[src/rtl/ins_dispatch_arbiter.sv]
// Command dispatcher: decodes the target unit, holds the command while that unit is busy, then issues it.
// Optional watchdog on WAIT_UNIT/SYNC is built when DISPATCH_TIMEOUT_EN is defined.
//
// state       | meaning
// S_IDLE      | ready for a command strobe
// S_WAIT_UNIT | held command waits for its target unit to go idle
// S_ISSUE     | unit_start/unit_cmd presented to the target unit
// S_SYNC      | sync command waits for every unit to go idle
// S_ACK       | done_ins pulse to the controller
module ins_dispatch_arbiter #(
    parameter int NUM_UNITS    = 4,
    parameter int CMD_W        = 40,
    parameter int UNIT_SEL_LSB = 5,
    parameter int TIMEOUT_W    = 16
) (
    input  logic                 clk,
    input  logic                 rst,
    input  logic [CMD_W-1:0]     cmd_in,
    input  logic                 cmd_we,
    output logic                 done_ins,
    output logic [CMD_W-1:0]     unit_cmd,
    output logic [NUM_UNITS-1:0] unit_start,
    input  logic [NUM_UNITS-1:0] unit_done,
    output logic [NUM_UNITS-1:0] unit_busy,
    output logic                 err
);

    localparam int SELW = (NUM_UNITS > 1) ? $clog2(NUM_UNITS) : 1;

    typedef enum logic [2:0] {
        S_IDLE,
        S_WAIT_UNIT,
        S_ISSUE,
        S_SYNC,
        S_ACK
    } state_t;

    state_t               r_state;
    state_t               w_state_nxt;
    logic [CMD_W-1:0]     r_cmd;
    logic [CMD_W-1:0]     r_unit_cmd;
    logic [NUM_UNITS-1:0] r_start;
    logic [NUM_UNITS-1:0] r_busy;
    logic                 r_done_ins;
    logic                 r_err;

    logic [CMD_W-1:0]     w_cmd;
    logic [4:0]           w_opcode;
    logic [SELW-1:0]      w_unit;
    logic                 w_sync;
    logic                 w_unit_bad;
    logic                 w_real_op;
    logic                 w_nop;
    logic [NUM_UNITS-1:0] w_onehot;
    logic                 w_tgt_busy;
    logic                 w_tgt_done;
    logic                 w_in_wait;
    logic                 w_timeout;
    logic                 w_err_set;

    // In IDLE the decision is made on the incoming command, afterwards on the held copy.
    assign w_cmd      = (r_state == S_IDLE) ? cmd_in : r_cmd;
    assign w_opcode   = w_cmd[4:0];
    assign w_unit     = w_cmd[UNIT_SEL_LSB +: SELW];
    assign w_sync     = w_cmd[CMD_W-1];
    assign w_unit_bad = ({1'b0, w_unit} >= (SELW+1)'(NUM_UNITS));
    assign w_real_op  = (w_opcode != 5'h00) && (w_opcode != 5'h1F);
    assign w_nop      = !w_real_op || w_unit_bad;
    assign w_onehot   = w_unit_bad ? '0 : ({{(NUM_UNITS-1){1'b0}}, 1'b1} << w_unit);
    assign w_tgt_busy = |(r_busy & w_onehot);
    assign w_tgt_done = |(unit_done & w_onehot);
    assign w_in_wait  = (r_state == S_WAIT_UNIT) || (r_state == S_SYNC);

`ifdef DISPATCH_TIMEOUT_EN
    logic [TIMEOUT_W-1:0] r_wdog;
    logic [TIMEOUT_W-1:0] w_wdog_inc;

    assign w_wdog_inc = r_wdog + TIMEOUT_W'(1);
    assign w_timeout  = w_in_wait && (&w_wdog_inc);

    always_ff @(posedge clk or negedge rst) begin
        if (!rst) begin
            r_wdog <= '0;
        end else if (w_in_wait && !w_timeout) begin
            r_wdog <= w_wdog_inc;
        end else begin
            r_wdog <= '0;
        end
    end
`else
    assign w_timeout = 1'b0;
`endif

    always_comb begin
        w_state_nxt = r_state;
        case (r_state)
            S_IDLE: begin
                if (cmd_we) begin
                    if (w_nop)
                        w_state_nxt = w_sync ? S_SYNC : S_ACK;
                    else if (w_tgt_busy && !w_tgt_done)
                        w_state_nxt = S_WAIT_UNIT;
                    else
                        w_state_nxt = S_ISSUE;
                end
            end
            S_WAIT_UNIT: begin
                if (w_timeout)
                    w_state_nxt = S_ACK;
                else if (!w_tgt_busy || w_tgt_done)
                    w_state_nxt = S_ISSUE;
            end
            S_ISSUE:  w_state_nxt = w_sync ? S_SYNC : S_ACK;
            S_SYNC: begin
                if (w_timeout || ((r_busy & ~unit_done) == '0))
                    w_state_nxt = S_ACK;
            end
            S_ACK:    w_state_nxt = S_IDLE;
            default:  w_state_nxt = S_IDLE;
        endcase
    end

    // Stray completions, strobes outside IDLE, bad unit indices and watchdog expiry are all sticky errors.
    assign w_err_set = (|(unit_done & ~r_busy))
                     || (cmd_we && (r_state != S_IDLE))
                     || (cmd_we && (r_state == S_IDLE) && w_real_op && w_unit_bad)
                     || w_timeout;

    always_ff @(posedge clk or negedge rst) begin
        if (!rst) begin
            r_state    <= S_IDLE;
            r_cmd      <= '0;
            r_unit_cmd <= '0;
            r_start    <= '0;
            r_busy     <= '0;
            r_done_ins <= 1'b0;
            r_err      <= 1'b0;
        end else begin
            r_state    <= w_state_nxt;
            if ((r_state == S_IDLE) && cmd_we)
                r_cmd <= cmd_in;
            if (w_state_nxt == S_ISSUE) begin
                r_start    <= w_onehot;
                r_unit_cmd <= w_cmd;
            end else begin
                r_start    <= '0;
            end
            r_busy     <= w_timeout ? '0 : ((r_busy & ~unit_done) | r_start);
            r_done_ins <= (w_state_nxt == S_ACK);
            r_err      <= r_err || w_err_set;
        end
    end

    assign done_ins   = r_done_ins;
    assign unit_cmd   = r_unit_cmd;
    assign unit_start = r_start;
    assign unit_busy  = r_busy;
    assign err        = r_err;

endmodule

[config.mk]
export PLATFORM = sky130hd
export DESIGN_NAME = ins_dispatch_arbiter
export DESIGN_NICKNAME = d
export VERILOG_FILES = /design/src/rtl/ins_dispatch_arbiter.sv
export SDC_FILE = /design/constraint.sdc
export NUM_CORES = 1
export LEC_CHECK = 0
export BUFFER_PORTS_ARGS = -buffer_cell sky130_fd_sc_hd__buf_2
export CAP_MARGIN = 20
export CORE_MARGIN = 8
export CORE_UTILIZATION = 60
export CTS_BUF_LIST = sky130_fd_sc_hd__clkbuf_4
export DETAILED_ROUTE_END_ITERATION = 10
export PLACE_DENSITY = 0.9
export SKIP_CTS_REPAIR_TIMING = 1
export SLEW_MARGIN = 25
export SYNTH_ARGS = -nofsm -noshare
export SYNTH_HDL_FRONTEND = slang
export SYNTH_SLANG_ARGS = --single-unit
[constraint.sdc]
create_clock -name clk -period 6.9 [get_ports clk]
set_input_delay 1.38 -clock clk [delete_from_list [all_inputs] [get_ports clk]]
set_output_delay 1.38 -clock clk [all_outputs]
set_load 0.005 [all_outputs]
# After elaboration in Yosys (flattened, before gate mapping)

Cells that the tools add are included.

Flip-flop bits (word level): 93
Input bits: 47
Output and inout bits: 50
Word-level logic and storage cells: 46

Eq/ne operators: 6
Shift operators: 1
Muxes and demuxes: 9
Bitwise gates (word level): 7
Reductions and logical operators: 16

Operator list:

| operator            | count |
|---|---|
| $mux 40             | 1 |
| $and 4x4->4         | 4 |
| $mux 3              | 5 |
| $pmux 3 s4          | 1 |
| $reduce_or 4->1     | 3 |
| $eq 3x2->1 const B  | 3 |
| $not 4->4           | 2 |
| $ne 5x5->1 const B  | 1 |
| $reduce_bool 5->1   | 1 |
| $logic_and 1x1->1   | 4 |
| $logic_not 4->1     | 1 |
| $mux 4              | 1 |
| $or 4x4->4          | 1 |
| $shl 1x2->4 const A | 1 |
| $eq 3x1->1 const B  | 1 |
| $eq 3x3->1 const B  | 1 |
| $logic_not 3->1     | 1 |
| $logic_or 1x1->1    | 3 |
| $reduce_bool 3->1   | 1 |
| $logic_not 1->1     | 2 |
| $mux 2              | 1 |

# Longest topological paths before layout

Gate-level depths: netlist (run 1).

Depth after elaboration: 13
Gate-level depth with buffers: 7
Depth with buffers taken out: 5

# Worst setup path after synthesis (run 1)

OpenSTA, ideal clock, no wires.

Kind: input-to-reg
Start: in cmd_in[6]
End: reg r_unit_cmd[30] (netlist: unit_cmd[30])
Library setup time: 0.127 ns
Data arrival time: 3.163 ns
Slack: 3.609 ns
Stages: 7
Buffers on the path: 2
Cells stage by stage: or4b_4 -> and2_4 -> a311o_1 -> a21oi_2 -> buf_4 -> buf_6 -> mux2_1

Cells in the longest elaborated chain, start to end: 11
Elaborated cells on any way between the ends: 16

Ends and longest elaborated chain:

| element              | line | source |
|---|---|---|
| start, declared      | 18   | `input logic [CMD_W-1:0] cmd_in,` |
| $mux 40 (*)          | 62   | `assign w_cmd = (r_state == S_IDLE) ? cmd_in : r_cmd;` |
| $shl 1x2->4 (*)      | 69   | `assign w_onehot = w_unit_bad ? '0 : ({{(NUM_UNITS-1){1'b0}}, 1'b1} << w_unit);` |
| $and 4x4->4          | 71   | `assign w_tgt_done = \|(unit_done & w_onehot);` |
| $reduce_or 4->1      | 71   |  |
| $logic_not 1->1      | 101  | `else if (w_tgt_busy && !w_tgt_done)` |
| $logic_and 1x1->1    | 101  |  |
| $mux 2               | 101  |  |
| $mux 3               | 99   | `if (w_nop)` |
| $mux 3               | 98   | `if (cmd_we) begin` |
| $pmux 3 s4 (*)       | 96   | `case (r_state)` |
| $eq 3x2->1 (*)       | 142  | `if (w_state_nxt == S_ISSUE) begin` |
| end signal, assigned | 144  | `r_unit_cmd <= w_cmd;` |
| end, declared        | 41   | `logic [CMD_W-1:0] r_unit_cmd;` |

Mark *: on every way between the ends. The rest lies on a longest branch, timed or not.
A chain may end at the register's enable or synchronous reset.

# Worst setup path after layout (run 1)

Start: in cmd_in[6]
End: reg r_unit_cmd[22] (netlist: unit_cmd[22])

Same word-level chain as after synthesis.

==> results of run 1 <==
metrics by stage:
stage	cell area (µm²)	hold slack (ns)	instances	util	worst slack [ns]
6_report	4790	0.483	545	0.717	3.64
4_1_cts	4790	0.484	545	0.717	3.67
3_3_place_gp	4650	0.437	529	0.696	3.25
3_5_place_dp	4650	0.460	529	0.696	3.20
2_1_floorplan	4090	0.442	365	-	3.61
5_1_grt	4790	0.471	545	0.717	3.61
layout make-up:
type,count,share of cell area
Tap cell,80,0.0209
Inverter,5,0.00392
Sequential cell,93,0.486
Multi-Input combinational cell,250,0.351
Clock buffer,9,0.0141
Timing Repair Buffer,101,0.109
Clock inverter,7,0.0152
per-layer routing:
layer  track usage  vias up
met4        0.0885        0
met2         0.344       96
li1              -     1409
met1         0.222     1536
met3        0.0479       17
met5             0        -
flip-flops by register name, indices dropped and copies added (netlist names):
register	count
done_ins	1
err	1
unit_busy	4
unit_start	4
r_cmd	40
unit_cmd	40
r_state	3
cell usage in the layout (no fill, tap or decap), types with 2 or more instances in the layout:
cell type                  instances
sky130_fd_sc_hd__clkbuf_4          9
sky130_fd_sc_hd__o22ai_1           3
sky130_fd_sc_hd__dfrtp_1          93
sky130_fd_sc_hd__buf_4             6
sky130_fd_sc_hd__buf_2            95
sky130_fd_sc_hd__inv_1             5
sky130_fd_sc_hd__mux2_2           68
sky130_fd_sc_hd__nand2b_1         10
sky130_fd_sc_hd__mux2_1            9
sky130_fd_sc_hd__and2_1            2
sky130_fd_sc_hd__nand4_1           2
sky130_fd_sc_hd__mux2i_1           3
sky130_fd_sc_hd__inv_6             3
sky130_fd_sc_hd__nor2_1           10
sky130_fd_sc_hd__or4_1             2
sky130_fd_sc_hd__nand2_1         122
sky130_fd_sc_hd__o31ai_1           3
worst paths after layout:
| path | startpoint | endpoint | slack (ns) | cells after the start |
|---|---|---|---|---|
| worst max-delay path | cmd_in[6] | unit_cmd[22] | 3.64 | 7 |
| worst min-delay path | unit_start[0] | unit_busy[0] | 0.48 | 1 |
| worst max register to register | r_state[1] | unit_cmd[22] | 4.11 | 6 |
| worst min register to register | unit_start[0] | unit_busy[0] | 0.48 | 1 |
| max in group asynchronous | rst | r_cmd[34] | 4.93 | 2 |
| min in group asynchronous | rst | unit_busy[2] | 0.84 | 1 |
where the power goes:
group	total [mW]	switching [mW]	internal (mW)
Combinational	1.02	0.488	0.529
Clock	0.301	0.189	0.113
Sequential	0.954	0.149	0.805
worst register-to-register path, delay by kind of cell (launching register included):
family | cells | cell delay, ns
simple gates | 2 | 0.73
compound gates | 2 | 0.60
flops | 1 | 0.47
buf+inv | 1 | 0.47
mux | 1 | 0.42
cell families after synthesis:
family                 count (synthesis)  share of synthesized area
DFF                                   93                      0.569
and+or+nand+nor                      156                      0.163
muxes                                 80                      0.219
AOI/OAI and AO/OA                     14                     0.0251
buffers and inverters                 22                     0.0235
==> metrics.md, run 1 <==
| Metric | Value |
|---|---|
| Setup Viol. Count Final | `0` |
| Leading cell types by total area after synthesis | `sky130_fd_sc_hd__dfrtp_1, sky130_fd_sc_hd__mux2_2, sky130_fd_sc_hd__nand2_1` |
| GRT overflow | `0` |
| Max Transition Viols Final | `0` |
| Crit Path Max Fanout | `39` |
| Total Power | `2.27 mW` |
| Vias | `3058` |
| Crit-path leading delay family | `simple AND/OR/NAND/NOR gates` |
| Clock tree from TritonCTS | `done` |
| Maximum operating frequency | `0.306 GHz` |
| H-Tree Depth | `3` |
| Post-Syn Area | `0.00409 mm²` |
| Worst skew pair latency | `0.43 ns` |
| Top sig layer | `met4` |
| Number of buffers on the longest clock path | `2` |
| Detailed-route wire length | `9280 µm` |
| WP buf/inv | `2` |
| Cell type with the largest total area after synthesis | `sky130_fd_sc_hd__dfrtp_1` |
| Die height | `98.6 µm` |
| Power per standard cell area | `474 mW/mm²` |
| Actual slew at the worst max-slew pin | `0.807 ns` |
| DP Wirelength | `6360 µm` |
| Number of routed nets with antenna violations | `0` |
| Clock root buffer master | `sky130_fd_sc_hd__clkbuf_4` |
| Number of endpoints with negative hold slack in the final report | `0` |
| Sum of negative setup slack | `0 ns` |
| Proportion of layout cells with a drive suffix above 1 | `0.409` |
| Met2 wirelength from detailed routing | `4790 µm` |
| Met3 Routed Length | `458 µm` |
| Min Clock Period, post-route | `3.26 ns` |
| Data arrival time of the critical path | `3.59 ns` |
| Post-synth EDFFs | `0` |
| Number of ports placed on the die boundary | `97` |
| Ys async rst share | `1.00` |
| Number of antenna violations at the first check in global routing | `0` |
| Post-detailed-route wirelength per cell | `17.0 µm` |
| Total iterations of the first detailed-routing run | `4` |
| M1 WL | `3810 µm` |
| Die Footprint | `0.00972 mm²` |
| Ratio of final minimum period to clock period | `0.473` |
| Highest cell delay on the worst timing path | `0.47 ns` |
| Global routing usage summed across all routing layers | `0.197` |
| Number of cells produced by synthesis | `365` |
| Area of the multi-input gates | `0.00168 mm²` |
| Number of distinct library cells after synthesis | `34` |
| Kind of capture point of the worst setup path | `register` |
| Max cap viols | `0` |
| N_diodes | `0` |
| Die boundary width | `98.6 µm` |
| Global-route wire length before repair | `15600 µm` |
| Most used standard cell by instance count after synthesis | `sky130_fd_sc_hd__nand2_1` |
| Commonest cells post-synth | `sky130_fd_sc_hd__nand2_1, sky130_fd_sc_hd__dfrtp_1, sky130_fd_sc_hd__mux2_2` |
| Clock input transition at the sequential cells of the worst setup and hold paths | `0.14 ns` |
| Placeable core region | `0.00668 mm²` |
| Dominant register cell in the synthesized netlist | `sky130_fd_sc_hd__dfrtp_1` |
| Status | `completed` |
| Sinks on the clock net | `93` |
| Number of buffers added by the clock tree synthesis step | `9` |
| Hold WC Path Type | `register to register` |
| Final-layout fill cell count | `486` |
| Initial DRC Count | `113` |
| Synth top area share | `0.569` |
| Worst Path Class, Setup | `input pin to register` |
| Static leakage power | `2.47 nW` |
| Port Buffer Count | `96` |
| Maximum VDD drop | `222 µV` |
| Sequential cell area fraction in the yosys report | `0.569` |
| Unrepaired setup endpoints after global routing | `no` |
| Standard cell with the maximum stage delay on the critical path | `sky130_fd_sc_hd__or4b_4` |
| Final Wtd Congestion | `0.820` |
| Net count of the mapped netlist | `412` |
| Number of global-route vias before repair | `3338` |
| Row count | `30` |
| Post-layout net count | `507` |
| Cell breakdown of the critical path | `buf_2 > or4b_4 > and2_4 > a311o_1 > a21oi_4 > buf_4 > mux2_2` |
| Relative max-transition margin | `0.462` |
| CP Launch Type | `input pin` |
| Mean post-synth cell area | `11.2 µm²` |
| Flip-flop and latch count after synthesis | `93` |
| Initial standard-cell utilization of the core | `0.612` |
| Sequential cell area | `0.00233 mm²` |
| Total number of yosys warnings | `0` |
| Detailed-route DRC error count | `0` |
| Required time of the critical path | `7.22 ns` |
| Final setup skew | `0.0155 ns` |
| Largest net degree at the start of global routing | `67` |
| Post-detailed-route via-to-cell ratio | `5.61` |
| Area growth from synthesis to layout | `17.0%` |
Note: power is estimated with default switching activity, not from simulation.
==> inputs of run 2 (changes only) <==
--- a/config.mk
+++ b/config.mk
@@ -8,10 +8,10 @@
 export BUFFER_PORTS_ARGS = -buffer_cell sky130_fd_sc_hd__buf_2
 export CAP_MARGIN = 20
 export CORE_MARGIN = 8
-export CORE_UTILIZATION = 60
+export CORE_UTILIZATION = 55
 export CTS_BUF_LIST = sky130_fd_sc_hd__clkbuf_4
 export DETAILED_ROUTE_END_ITERATION = 10
-export PLACE_DENSITY = 0.9
+export PLACE_DENSITY = 0.84
 export SKIP_CTS_REPAIR_TIMING = 1
 export SLEW_MARGIN = 25
 export SYNTH_ARGS = -nofsm -noshare
==> constraint.sdc (replaced) <==
create_clock -name clk -period 3.3 [get_ports clk]
set_input_delay 0.66 -clock clk [delete_from_list [all_inputs] [get_ports clk]]
set_output_delay 0.66 -clock clk [all_outputs]
set_load 0.005 [all_outputs]
==> metrics.md, run 2 (synthesis gave the netlist of run 1 again) <==
| Metric | Value |
|---|---|
| Post-layout net count | `507 (unchanged)` |
| Placeable core region | `0.00721 mm² (was 0.00668 mm²)` |
| Largest net degree at the start of global routing | `48 (was 67)` |
| Port Buffer Count | `96 (unchanged)` |
| Detailed-route DRC error count | `0 (unchanged)` |
| Fraction of power consumed by the clock network | `0.128 (was 0.133)` |
| Number of buffers on the longest clock path | `2 (unchanged)` |
| Cell count of the worst reg-to-reg path | `6 (unchanged)` |
| Worst skew pair latency | `0.42 ns (was 0.43 ns)` |
| Sinks on the clock net | `93 (unchanged)` |
| Cell breakdown of the critical path | `nor3_4 > buf_4 > mux2i_1 > nor2_1 > or4b_2 > a21boi_0 (was buf_2 > or4b_4 > and2_4 > a311o_1 > a21oi_4 > buf_4 > mux2_2)` |
| Required time of the critical path | `3.62 ns (was 7.22 ns)` |
| Setup crit end | `unit_cmd[6] (was unit_cmd[22])` |
| H-Tree Depth | `3 (unchanged)` |
| Kind of capture point of the worst setup path | `register (unchanged)` |
| Status | `completed (unchanged)` |
| Fin cells | `564 (was 545)` |
| Detailed-route wire length | `8820 µm (was 9280 µm)` |
| Final setup skew | `0.0141 ns (was 0.0155 ns)` |
| Net switching power of the design | `1.64 mW (was 825 µW)` |
| Post-detailed-route wirelength per cell | `15.6 µm (was 17.0 µm)` |
| Proportion of layout cells with a drive suffix above 1 | `0.409 (unchanged)` |
| Relative max-transition margin | `0.585 (was 0.462)` |
| Total iterations of the first detailed-routing run | `4 (unchanged)` |
| Worst hold-check slack | `0.220 ns (was 0.483 ns)` |
| Initial DRC Count | `100 (was 113)` |
| Placement Setup Slack | `0.550 ns (was 3.20 ns)` |
| Final Wtd Congestion | `0.813 (was 0.820)` |
| CP Launch Type | `register (was input pin)` |
| Sum of negative setup slack | `0 ns (unchanged)` |
| Internal Dissipation | `3.05 mW (was 1.45 mW)` |
| Placed instance count | `548 (was 529)` |
| Clock root buffer master | `sky130_fd_sc_hd__clkbuf_4 (unchanged)` |
| Number of antenna violations at the first check in global routing | `0 (unchanged)` |
| Actual slew at the worst max-slew pin | `0.620 ns (was 0.807 ns)` |
| Commonest non-fill, non-tap cell in the layout | `sky130_fd_sc_hd__nand2_1 (unchanged)` |
| Commonest cells after routing, fill and taps aside | `sky130_fd_sc_hd__nand2_1, sky130_fd_sc_hd__buf_2, sky130_fd_sc_hd__dfrtp_1 (unchanged)` |
| Setup Viol. Count Final | `0 (unchanged)` |
| Row count | `31 (was 30)` |
| Highest cell delay on the worst timing path | `0.66 ns (was 0.47 ns)` |
| Maximum VDD drop | `557 µV (was 222 µV)` |
| Initial standard-cell utilization of the core | `0.567 (was 0.612)` |
| Final-layout fill cell count | `594 (was 486)` |
| Reg-to-reg endpoint | `unit_cmd[6] (was unit_cmd[22])` |
| Vias | `2944 (was 3058)` |
| Launch point of the worst path | `r_state[1] (was cmd_in[6])` |
| Min Clock Period, post-route | `2.59 ns` |
| Die height | `102 µm (was 98.6 µm)` |
| Flop-to-flop setup slack | `0.71 ns (was 4.11 ns)` |
| Ratio of final minimum period to clock period | `0.784` |
| DP Wirelength | `6180 µm (was 6360 µm)` |
| Die boundary width | `102 µm (was 98.6 µm)` |
| Clock tree from TritonCTS | `done (unchanged)` |
| Number of buffers added by the clock tree synthesis step | `9 (unchanged)` |
| Setup ws final | `0.712 ns (was 3.64 ns)` |
| Standard cell with the maximum stage delay on the critical path | `sky130_fd_sc_hd__or4b_2 (was sky130_fd_sc_hd__or4b_4)` |
| Hold WC Path Type | `input pin to async pin (was register to register)` |
| Global routing usage summed across all routing layers | `0.182 (was 0.197)` |
| N_diodes | `0 (unchanged)` |
| Unrepaired setup endpoints after global routing | `no (unchanged)` |
| Max Transition Viols Final | `0 (unchanged)` |
| Area growth from synthesis to layout | `18.1% (was 17.0%)` |
| Power per standard cell area | `973 mW/mm² (was 474 mW/mm²)` |
| Number of endpoints with negative hold slack in the final report | `0 (unchanged)` |
| Part of the power in registers | `0.423 (was 0.420)` |
| Crit Path Max Fanout | `42 (was 39)` |
| Reg2reg start | `r_state[1] (unchanged)` |
| Util after Layout | `0.670 (was 0.717)` |
| Switching share of power | `0.350 (was 0.363)` |
| Post-detailed-route via-to-cell ratio | `5.22 (was 5.61)` |
| Clock input transition at the sequential cells of the worst setup and hold paths | `0.13 ns (was 0.14 ns)` |
| Max cap viols | `0 (unchanged)` |
| GRT overflow | `0 (unchanged)` |
| Number of ports placed on the die boundary | `97 (unchanged)` |
| Worst Path Class, Setup | `register to register (was input pin to register)` |
| Number of global-route vias before repair | `3237 (was 3338)` |
| Static leakage power | `2.48 nW (was 2.47 nW)` |
| Data arrival time of the critical path | `2.90 ns (was 3.59 ns)` |
| Maximum operating frequency | `0.386 GHz` |
| Die Footprint | `0.0105 mm² (was 0.00972 mm²)` |
| Global-route wire length before repair | `15200 µm (was 15600 µm)` |
| Share of total power in combinational logic | `0.450 (was 0.447)` |
| Number of routed nets with antenna violations | `0 (unchanged)` |
==> run 2: how the worst min path moves through the flow <==
stage,startpoint,depth (start not counted),end
after floorplan,rst,0,done_ins
after global placement,unit_start[2],1,unit_busy[2]
after detailed placement,unit_start[3],1,unit_busy[3]
after CTS,rst,1,r_cmd[36]
after global routing,rst,1,unit_cmd[36]
final,rst,1,r_cmd[36]
==> run 2: critical path, delay by kind of cell, from the launching register on <==
kind	cells	cell delay, ns
DFF	1	0.47
buffers and inverters	1	0.51
muxes	1	0.40
and+or+nand+nor	3	0.96
AOI/OAI and AO/OA	1	0.15
==> run 2: per-stage QoR <==
stage / power [mW] / instance area [µm²]
6_report: 4.70 / 4830
5_1_grt: 5.07 / 4830
4_1_cts: 4.76 / 4830
3_5_place_dp: 4.16 / 4700
3_3_place_gp: 4.05 / 4700
2_1_floorplan: 3.43 / 4090
==> run 2: power by group through the flow <==
stage,Clock (mW),Sequential (mW),Combinational [mW]
after floorplan,0,1.97,1.46
after global placement,0,1.98,2.07
after detailed placement,0,2.01,2.15
after CTS,0.624,1.98,2.15
after global routing,0.669,2.05,2.35
final,0.600,1.99,2.11
==> run 2: area by class of cell <==
class,instances,area (µm²),share of cell area
Inverter,5,18.8,0.00389
Clock inverter,5,51.3,0.0106
Tap cell,99,124,0.0256
Multi-Input combinational cell,250,1680,0.348
Clock buffer,11,82.6,0.0171
Sequential cell,93,2330,0.482
Timing Repair Buffer,101,546,0.113
==> run 2: layer usage <==
metal	vias up	global-route usage	routed length, µm	part of all wire
met5	-	0	0	0
met4	0	0.0745	121	0.014
met3	9	0.0347	465	0.053
met2	62	0.309	4360	0.49
met1	1472	0.222	3870	0.44
li1	1401	-	-	-
